File: src/rtl/norm_lod_pipe.sv
// norm_lod_pipe: two-stage leading-one normaliser with valid/ready flow control.
// Stage 1 takes the magnitude and priority-encodes the leading one; stage 2
// left-shifts the magnitude so that leading one sits at the MSB.
module norm_lod_pipe #(
    parameter int DATA_W = 10,
    parameter int FRAC_W = 2,
    parameter int POS_W  = $clog2(DATA_W),
    parameter bit SIGNED = 1'b0
) (
    input  logic              clk,
    input  logic              rst_n,
    input  logic              in_valid,
    output logic              in_ready,
    input  logic [DATA_W-1:0] in_data,
    output logic              out_valid,
    input  logic              out_ready,
    output logic [DATA_W-1:0] out_norm,
    output logic [POS_W-1:0]  out_pos,
    output logic [FRAC_W-1:0] out_frac,
    output logic              out_zero,
    output logic              out_sign
);

    logic              adv1, adv2, in_fire, s2_load;

    logic              s1_valid_q, s1_valid_d;
    logic [DATA_W-1:0] s1_mag_q,   s1_mag_d;
    logic [POS_W-1:0]  s1_pos_q,   s1_pos_d;
    logic              s1_zero_q,  s1_zero_d;
    logic              s1_sign_q,  s1_sign_d;

    logic              s2_valid_q, s2_valid_d;
    logic [DATA_W-1:0] norm_q,     norm_d;
    logic [POS_W-1:0]  pos_q,      pos_d;
    logic [FRAC_W-1:0] frac_q,     frac_d;
    logic              zero_q,     zero_d;
    logic              sign_q,     sign_d;

    logic [DATA_W-1:0] mag;
    logic [POS_W-1:0]  enc_pos;
    logic [POS_W-1:0]  shift;
    logic [DATA_W-1:0] shifted;

    // Pipeline advance enables; in_ready is combinational from out_ready.
    always_comb begin
        adv2     = !s2_valid_q || out_ready;
        adv1     = !s1_valid_q || adv2;
        in_ready = adv1;
        in_fire  = in_valid && adv1;
        s2_load  = adv2 && s1_valid_q;
    end

    // Stage 1: magnitude, sign and leading-one priority encoder.
    always_comb begin
        mag = in_data;
        if (SIGNED && in_data[DATA_W-1]) begin
            mag = -in_data;
        end
        enc_pos = '0;
        for (int unsigned i = 0; i < DATA_W; i++) begin
            if (mag[i]) begin
                enc_pos = POS_W'(i);
            end
        end

        s1_valid_d = adv1 ? in_valid : s1_valid_q;
        s1_mag_d   = s1_mag_q;
        s1_pos_d   = s1_pos_q;
        s1_zero_d  = s1_zero_q;
        s1_sign_d  = s1_sign_q;
        if (in_fire) begin
            s1_mag_d  = mag;
            s1_pos_d  = enc_pos;
            s1_zero_d = (mag == '0);
            s1_sign_d = SIGNED ? in_data[DATA_W-1] : 1'b0;
        end
    end

    // Stage 2: shift the leading one up to the MSB and slice the fraction.
    always_comb begin
        shift   = POS_W'(DATA_W - 1) - s1_pos_q;
        shifted = s1_mag_q << shift;

        s2_valid_d = adv2 ? s1_valid_q : s2_valid_q;
        norm_d     = norm_q;
        pos_d      = pos_q;
        frac_d     = frac_q;
        zero_d     = zero_q;
        sign_d     = sign_q;
        if (s2_load) begin
            zero_d = s1_zero_q;
            sign_d = s1_sign_q;
            if (s1_zero_q) begin
                norm_d = '0;
                pos_d  = '0;
                frac_d = '0;
            end else begin
                norm_d = shifted;
                pos_d  = s1_pos_q;
                frac_d = shifted[DATA_W-2 -: FRAC_W];
            end
        end
    end

    // State registers; reset clears valids and all result fields.
    always_ff @(posedge clk or negedge rst_n) begin
        if (!rst_n) begin
            s1_valid_q <= 1'b0;
            s1_mag_q   <= '0;
            s1_pos_q   <= '0;
            s1_zero_q  <= 1'b0;
            s1_sign_q  <= 1'b0;
            s2_valid_q <= 1'b0;
            norm_q     <= '0;
            pos_q      <= '0;
            frac_q     <= '0;
            zero_q     <= 1'b0;
            sign_q     <= 1'b0;
        end else begin
            s1_valid_q <= s1_valid_d;
            s1_mag_q   <= s1_mag_d;
            s1_pos_q   <= s1_pos_d;
            s1_zero_q  <= s1_zero_d;
            s1_sign_q  <= s1_sign_d;
            s2_valid_q <= s2_valid_d;
            norm_q     <= norm_d;
            pos_q      <= pos_d;
            frac_q     <= frac_d;
            zero_q     <= zero_d;
            sign_q     <= sign_d;
        end
    end

    assign out_valid = s2_valid_q;
    assign out_norm  = norm_q;
    assign out_pos   = pos_q;
    assign out_frac  = frac_q;
    assign out_zero  = zero_q;
    assign out_sign  = sign_q;

endmodule
File: config.mk
export PLATFORM = sky130hd
export DESIGN_NAME = norm_lod_pipe
export DESIGN_NICKNAME = d
export VERILOG_FILES = /design/src/rtl/norm_lod_pipe.sv
export SDC_FILE = /design/constraint.sdc
export NUM_CORES = 1
export LEC_CHECK = 0
export ABC_CLOCK_PERIOD_IN_PS = 2600
export CORE_MARGIN = 1
export CORE_UTILIZATION = 40
export DETAILED_ROUTE_END_ITERATION = 8
export PLACE_DENSITY_LB_ADDON = 0.3
export SETUP_SLACK_MARGIN = 0.3
export SYNTH_ARGS = -nofsm -noshare
export SYNTH_HDL_FRONTEND = slang
export SYNTH_SLANG_ARGS = --single-unit
File: constraint.sdc
create_clock -name clk -period 2.6 [get_ports clk]
set_input_delay 0.39 -clock clk [delete_from_list [all_inputs] [get_ports clk]]
set_output_delay 0.39 -clock clk [all_outputs]
set_load 0.03 [all_outputs]
==> flow_summary.ini, run 1 <==
[job]
maxCapViolCount = 0

[global_route]
gr-usage-met2_pct = 28.3
grt_max_degree = 33
grt_pass1_wl_um = 5730
grt_pass1_vias = 1229
grt.total_usage_pct = 18.2
grt_busiest_layer = met2
grt.overflow.total = 0
met3_usage_pct = 5.86
grt_use_met1_pct = 22.7
antenna_found_initial = 0

[setup_path]
slowest_stage = mux4_2
cp_top_family = multiplexers
cp-start-kind = register
cp.required_ns = 2.74
path_cells = clkinv_1 -> ha_1 -> mux4_2 -> mux2_2 -> nand2_1 -> o311ai_1
end_kind = register
r2r_slack_ns = 0.52
path_class = register to register
critPathBufInv = 1
max_stage_delay_ns = 0.54
cp.arrival_ns = 2.23
crit_path_max_fanout = 9

[drt]
wire_per_inst_um = 14.2
firstDrtPassIters = 4
postRouteAntennaNets = 0
drtIter0Drc = 43
drc = 0
vias = 1269
viasPerCell = 5.45
drt-total-wl_um = 3310

[clock_tree]
htree_levels = 2
numCtsBuffers = 5
cts_buffer_depth = 2
clockRootBuffer = clkbuf_8
cts_tree = done
path_clk_slew_ns = 0.06
worstSkewPairLatency_ns = 0.28
cts_resized = 0
numClockSinks = 32
cts_hold_buf = 0
cts_setup_buffers = 0

[die]
start_util_pct = 43.2
placementRows = 22
chipHeight_um = 65.8
die_area_sq_mm = 0.00433
core_area_sq_mm = 0.00377
ios = 34
die_w_um = 65.8

[power_and_ir_drop]
leakagePower_nw = 0.856
p_per_area_mw_per_mm2 = 812
peakVddDrop_v = 0.000298

[timing]
fmax_mhz = 480
rsz0062_at_grt = false
slew_headroom_pct = 53.8
tightest_slew_ns = 0.692
setup_violations = 0
fin_crit_sh_pct = 80.2
timing.final.hold_violations = 0
fin_worst_skew_ns = 0.00254
period_needed_ns = 2.08
final_max_slew_viol_count = 0
tns_ns = 0

[layout]
diodes = 0
final_util_pct = 54.5
multi_input_area_sq_um = 746
syn_to_final_growth_pct = 26.2
nNetsFinal = 199
register_area_sq_um = 801
fill_cells = 326
drive_gt1_share_pct = 9.19

[synth]
yosysTopAreaCell = dfrtp_1
yosysSeqAreaShare_pct = 49.2
synth_top_area_share_pct = 49.2
yosys_register_bits = 32
synth_area_per_cell_sq_um = 10.6
synth.most_common_cell = dfrtp_1
async_flop_share_pct = 100
synth-edff-count = 0
synth_common_cells = dfrtp_1 (32), nand2_1 (24), o21ai_1 (12)
ys_types = 37
synth_area_sq_mm = 0.00163
ys_warn_count = 0
yosys-top-cells-area = dfrtp_1 (49%), mux2_1 (6.9%), nand2_1 (5.5%), mux2i_1 (4.9%), mux4_2 (4.2%)
synthFlopType = dfrtp_1
syn-num-nets = 169
synth_cells = 154

[placed_design]
portBuffers = 32
hpwl_um = 2520
place_congestion = 0.837

[status]
outcome = finished clean

[hold_path]
hold_class = register to register
[stage by stage]
step | setup slack (ns) | instance area, sq um | std cells | power [mW] | hold slack [ns]
final | 0.515 | 2050 | 233 | 1.67 | 0.480
after global routing | 0.387 | 2050 | 233 | 1.77 | 0.519
after CTS | 0.521 | 2050 | 233 | 1.68 | 0.480
after detailed placement | 0.530 | 1960 | 225 | 1.30 | 0.466
after global placement | 0.539 | 1960 | 225 | 1.28 | 0.464
after floorplan | 0.350 | 1630 | 154 | 1.06 | 0.0944
[kinds of logic after synthesis]
group / Yosys count / synth area share, %
simple gates: 48 / 14.0
other cells: 1 / 0.230
mux: 25 / 18.8
buf+inv: 16 / 5.00
fa+ha+maj: 1 / 0.769
flops: 32 / 49.2
xor+xnor: 1 / 0.538
compound gates: 30 / 11.5
[layer usage]
metal / up-vias / routed length [um]
met5: - / 0
met4: 0 / 93
met3: 10 / 187
met2: 46 / 1540
met1: 604 / 1490
li1: 609 / -
[registers in the layout (all words and copies together), names as in the netlist]
signal and flops:
out_norm 10, out_pos 4, out_valid 1, out_zero 1
s1_mag_q 10, s1_pos_q 4, s1_valid_q 1, s1_zero_q 1
[worst register-to-register path, cell delays in order (launching register included)]
cell	delay (ns)
dfrtp_1	0.35
clkinv_1	0.12
ha_1	0.50
mux4_2	0.54
mux2_2	0.27
nand2_1	0.07
o311ai_1	0.10
[worst paths after layout]
check                      cells after the start   startpoint           to
min in group asynchronous                      2        rst_n   out_pos[2]
setup / recovery                               6  s1_pos_q[1]  out_norm[8]
setup reg to reg                               6  s1_pos_q[1]  out_norm[8]
max in group asynchronous                      2        rst_n  s1_mag_q[7]
hold reg to reg                                2   out_pos[2]   out_pos[2]
hold / removal                                 2   out_pos[2]   out_pos[2]
[cells in the final DEF (no fill, tap or decap), types with 2 or more instances in the layout]
cell type	n
a21oi_1	4
buf_4	3
clkbuf_1	2
clkbuf_8	6
clkdlybuf4s50_1	32
dfrtp_1	32
inv_1	2
mux2_1	10
mux2_2	4
mux2i_1	8
mux4_2	3
nand2_1	24
nand2b_1	6
nand4_1	2
nor2_1	6
nor3_1	3
o21ai_0	2
o21ai_1	12
o221ai_1	2
o31ai_1	4
[report_power, final]
group / internal, mW / switching, mW
logic: 0.273 / 0.341
clock network: 0.215 / 0.167
registers: 0.591 / 0.0807
[cell type report]
class / count / area share [%]
Clock buffer: 8 / 4.38
Tap cell: 48 / 2.92
Multi-Input combinational cell: 106 / 36.3
Inverter: 4 / 0.731
Timing Repair Buffer: 35 / 16.7
Sequential cell: 32 / 39.0
Note: power is estimated with default switching activity, not from simulation.
==> inputs of run 2 (changes only) <==
--- a/config.mk
+++ b/config.mk
@@ -5,7 +5,7 @@
 export SDC_FILE = /design/constraint.sdc
 export NUM_CORES = 1
 export LEC_CHECK = 0
-export ABC_CLOCK_PERIOD_IN_PS = 2600
+export ABC_CLOCK_PERIOD_IN_PS = 1700
 export CORE_MARGIN = 1
 export CORE_UTILIZATION = 40
 export DETAILED_ROUTE_END_ITERATION = 8
==> constraint.sdc (replaced) <==
create_clock -name clk -period 1.7 [get_ports clk]
set_input_delay 0.255 -clock clk [delete_from_list [all_inputs] [get_ports clk]]
set_output_delay 0.255 -clock clk [all_outputs]
set_load 0.03 [all_outputs]
==> flow_summary.ini, run 2 (synthesized netlist as in run 1, its figures left out) <==
[clock_tree]
cts_tree = done
cts_hold_buf = 0
clockRootBuffer = clkbuf_8
worstSkewPairLatency_ns = 0.28
path_clk_slew_ns = 0.06
cts_buffer_depth = 2
htree_levels = 2
numClockSinks = 32
numCtsBuffers = 5

[timing]
final_max_slew_viol_count = 0
fin_crit_sh_pct = 104
rsz0062_at_grt = true
fin_worst_skew_ns = 0.00249
timing.final.hold_violations = 0
fmax_mhz = 565
tns_ns = -0.0707
period_needed_ns = 1.77
finalWorstSetupSlack_ns = -0.0707
setup_violations = 1

[power_and_ir_drop]
internal_power_mw = 1.71
peakVddDrop_v = 0.000471
p_per_area_mw_per_mm2 = 1170
switching_share_pct = 36.3
switchingPower_uw = 978
leakagePower_nw = 1.05
power_mw = 2.69
clockPowerShare_pct = 21.7
pwr-share-seq_pct = 38.6
combPwrFrac_pct = 39.6

[drt]
postRouteAntennaNets = 0
drt-total-wl_um = 3580
wire_per_inst_um = 14.7
firstDrtPassIters = 4
drtIter0Drc = 66
drc = 0
vias = 1322
viasPerCell = 5.44

[placed_design]
portBuffers = 32
hpwl_um = 2450
place_congestion = 0.846

[global_route]
antenna_found_initial = 0
grt_max_degree = 33
grt.total_usage_pct = 19.1
grt_pass1_wl_um = 6140
grt_pass1_vias = 1319
grt.overflow.total = 0

[die]
start_util_pct = 43.2
placementRows = 22
core_area_sq_mm = 0.00377
die_area_sq_mm = 0.00433
ios = 34
chipHeight_um = 65.8
die_w_um = 65.8

[setup_path]
crit_path_max_fanout = 2
reg2regPathDepth = 6
cp.arrival_ns = 1.93
path_class = register to register
cp-start-kind = register
cp.required_ns = 1.86
end_kind = register

[hold_path]
hold_class = input pin to async pin

[layout]
final_common_cell = dfrtp_1
diodes = 0
final_cell_mix = dfrtp_1 (30), nand2_1 (21), dlygate4sd2_1 (18), clkdlybuf4s50_1 (13), buf_4 (12)
nNetsFinal = 209
syn_to_final_growth_pct = 41.9
drive_gt1_share_pct = 29.7

[status]
outcome = finished, violations left
violations = setup timing

[job]
maxCapViolCount = 0
run 2: changes by cell type in the layout (fill, tap and decap cells not counted), moves of 8 or more:
cell             previous run  this run
mux2_1                     10         2
clkdlybuf4s50_1            32        13
buf_4                       3        12
mux2_4                      0        10
dlygate4sd2_1               0        18
run 2: per-stage QoR:
step                      instances  worst slack (ns)  hold slack [ns]  instance area, sq um  util [%]
after floorplan                 154            -0.314          -0.0406                  1740         -
after global placement          230           -0.0298            0.465                  2090      55.5
after detailed placement        230           -0.0600            0.469                  2090      55.5
after CTS                       243           -0.0555            0.371                  2260      60.1
after global routing            243            -0.114            0.400                  2310      61.2
final                           243           -0.0707            0.364                  2310      61.2
run 2: layer usage:
metal / wire length [um] / up-vias / track usage, %
met4: 44 / 0 / 7.61
met3: 177 / 7 / 5.86
met5: 0 / - / 0
met1: 1580 / 650 / 23.9
li1: - / 625 / -
met2: 1780 / 40 / 30.7
run 2: worst paths after layout:
check / end / slack, ns / start
setup / recovery: out_norm[8] / -0.07 / s1_pos_q[1]
hold / removal: out_zero / 0.36 / rst_n
setup reg to reg: out_norm[8] / -0.07 / s1_pos_q[1]
hold reg to reg: out_pos[1] / 0.47 / out_pos[1]
max in group asynchronous: s1_pos_q[0] / 1.03 / rst_n
min in group clk: out_pos[1] / 0.47 / out_pos[1]
run 2: critical path, stage by stage, from the launching register on:
cell	delay (ns)
dfrtp_1	0.40
clkinv_4	0.07
ha_4	0.27
mux4_2	0.49
mux2_4	0.29
nand2_2	0.05
o311ai_1	0.08
run 2: area by class of cell:
class                   instances  area, sq um
inverters                       4         20.0
fillers                       289         1460
repair buffers                 45          418
well taps                      48         60.1
multi-input cells             106          918
flip-flops and latches         32          803
clock buffers                   8         90.1
run 2: power groups by stage:
stage	logic (mW)	clock network, mW	registers (mW)
finish	1.07	0.584	1.04
global route	1.15	0.635	1.06
CTS	1.02	0.600	1.03
detailed placement	1.01	0	1.05
global placement	1.00	0	1.03
floorplan	0.525	0	1.19
run 2: timing repair:
action                     CTS  global route
pin swaps                    9             9
resized for setup           35             7
buffers inserted             5             0
hold endpoints to repair     0             0
setup endpoints to repair   28            11
==> inputs of run 3 (changes only) <==
--- a/config.mk
+++ b/config.mk
@@ -5,12 +5,11 @@
 export SDC_FILE = /design/constraint.sdc
 export NUM_CORES = 1
 export LEC_CHECK = 0
-export ABC_CLOCK_PERIOD_IN_PS = 1700
+export ABC_CLOCK_PERIOD_IN_PS = 1600
 export CORE_MARGIN = 1
 export CORE_UTILIZATION = 40
 export DETAILED_ROUTE_END_ITERATION = 8
 export PLACE_DENSITY_LB_ADDON = 0.3
-export SETUP_SLACK_MARGIN = 0.3
 export SYNTH_ARGS = -nofsm -noshare
 export SYNTH_HDL_FRONTEND = slang
 export SYNTH_SLANG_ARGS = --single-unit
==> constraint.sdc (replaced) <==
create_clock -name clk -period 1.6 [get_ports clk]
set_input_delay 0.24 -clock clk [delete_from_list [all_inputs] [get_ports clk]]
set_output_delay 0.24 -clock clk [all_outputs]
set_load 0.03 [all_outputs]
==> flow_summary.ini, run 3 (synthesized netlist as in run 1, its figures left out) <==
[status]
outcome = finished, violations left
violations = setup timing

[drt]
firstDrtPassIters = 4
drtIter0Drc = 62
wire_per_inst_um = 13.9
postRouteAntennaNets = 0
vias = 1288
drc = 0
viasPerCell = 5.30
drt-total-wl_um = 3380

[setup_path]
path_class = register to register
critPathBufInv = 1
r2r_slack_ns = -0.18
reg2regPathDepth = 6
crit_path_max_fanout = 2
path_cells = clkinv_4 -> ha_4 -> mux4_2 -> mux2_4 -> nand2_2 -> o311ai_2
cp.arrival_ns = 1.93
max_stage_delay_ns = 0.48
r2r_start = s1_pos_q[1]
cp.required_ns = 1.75
end_kind = register
cp_top_family = multiplexers
cp-start-kind = register
r2r-end = out_norm[8]
slowest_stage = mux4_2

[die]
die_w_um = 65.8
start_util_pct = 43.2
ios = 34
chipHeight_um = 65.8
die_area_sq_mm = 0.00433
core_area_sq_mm = 0.00377
placementRows = 22

[job]
maxCapViolCount = 0

[layout]
diodes = 0
register_area_sq_um = 803
syn_to_final_growth_pct = 36.4
nNetsFinal = 209
multi_input_area_sq_um = 800
drive_gt1_share_pct = 19.5
fill_cells = 301
final_cell_mix = dfrtp_1 (30), clkdlybuf4s50_1 (28), nand2_1 (22), o21ai_1 (12), buf_4 (12)
final_common_cell = dfrtp_1
final_util_pct = 58.9
final_area_sq_mm = 0.00222

[placed_design]
place_congestion = 0.791
portBuffers = 32
hpwl_um = 2570
placed_area_sq_mm = 0.00209

[clock_tree]
cts_buffer_depth = 2
numCtsBuffers = 5
cts_tree = done
htree_levels = 2
numClockSinks = 32
worstSkewPairLatency_ns = 0.28
clockRootBuffer = clkbuf_8
path_clk_slew_ns = 0.06

[timing]
fin_worst_skew_ns = 0.00230
timing.final.hold_violations = 0
finalHoldWorstSlack_ns = 0.352
setup_violations = 1
finalWorstSetupSlack_ns = -0.180
fmax_mhz = 562
fin_crit_sh_pct = 111
period_needed_ns = 1.78
final_max_slew_viol_count = 0
rsz0062_at_grt = true

[global_route]
grt_pass1_wl_um = 5550
grt_pass1_vias = 1212
grt.overflow.total = 0
grt_max_degree = 33
grt.total_usage_pct = 17.7
antenna_found_initial = 0

[power_and_ir_drop]
leakagePower_nw = 0.972
power_mw = 2.82
peakVddDrop_v = 0.000490
p_per_area_mw_per_mm2 = 1270

[hold_path]
hold_class = input pin to async pin
[run 3: changes by cell type in the layout (fill, tap and decap cells not counted), moves of 2 or more]
cell,delta
dlygate4sd2_1,-18
clkdlybuf4s50_1,+15
mux2_4,-9
mux2_1,+8
dlymetal6s2s_1,+3
mux2i_1,+3
o21ai_2,-3
mux2i_4,-2
o21ai_1,+2
o221ai_1,+2
o221ai_2,-2
[run 3: power breakdown]
part	leakage, nW	total (mW)	switching, mW	internal, mW
Combinational	0.531	1.11	0.581	0.530
Clock	0.0455	0.617	0.267	0.350
Sequential	0.396	1.09	0.128	0.961
[run 3: metrics by stage]
stage	TNS (ns)	setup slack [ns]	instances
CTS	-0.187	-0.187	242
detailed placement	-0.220	-0.177	233
finish	-0.180	-0.180	243
global placement	-0.157	-0.129	233
global route	-0.492	-0.236	243
floorplan	-0.453	-0.415	154
[run 3: cell type report]
class                   instances  area share (%)
flip-flops and latches         32            36.2
well taps                      48            2.70
inverters                       4           0.901
repair buffers                 45            20.2
clock buffers                   8            4.06
multi-input cells             106            36.0
[run 3: timing repair]
action / 4_1_cts / 5_1_grt
setup endpoints to repair: 1 / 8
gates resized for setup: 3 / 6
hold buffers: 0 / 0
pin swaps: 2 / 2
buffers inserted: 1 / 1
[run 3: worst reg2reg max path, delay by kind of cell, from the launching register on]
family | cells | cell delay (ns)
AOI/OAI and AO/OA | 1 | 0.08
and+or+nand+nor | 1 | 0.07
buffers and inverters | 1 | 0.08
DFF | 1 | 0.40
adders and majority gates | 1 | 0.27
muxes | 2 | 0.76
[run 3: how the worst max path moves through the flow]
stage	slack (ns)	from	end	depth (start not counted)
2_1_floorplan	-0.41	s1_pos_q[1]	out_norm[8]	9
3_3_place_gp	-0.13	s1_pos_q[1]	out_norm[8]	6
3_5_place_dp	-0.18	s1_pos_q[1]	out_norm[8]	6
4_1_cts	-0.19	s1_pos_q[1]	out_norm[8]	6
5_1_grt	-0.24	s1_pos_q[1]	out_norm[8]	6
6_report	-0.18	s1_pos_q[1]	out_norm[8]	6
[run 3: layer usage]
metal  wire length (um)  GRT usage [%]  share of wire (%)  vias to the layer above
met5                  0              0                  0                        -
met4                102           10.9                3.0                        0
met3                173           4.83                5.1                       13
met2               1550           27.8                 46                       45
met1               1550           21.4                 46                      602
li1                   -              -                  -                      628
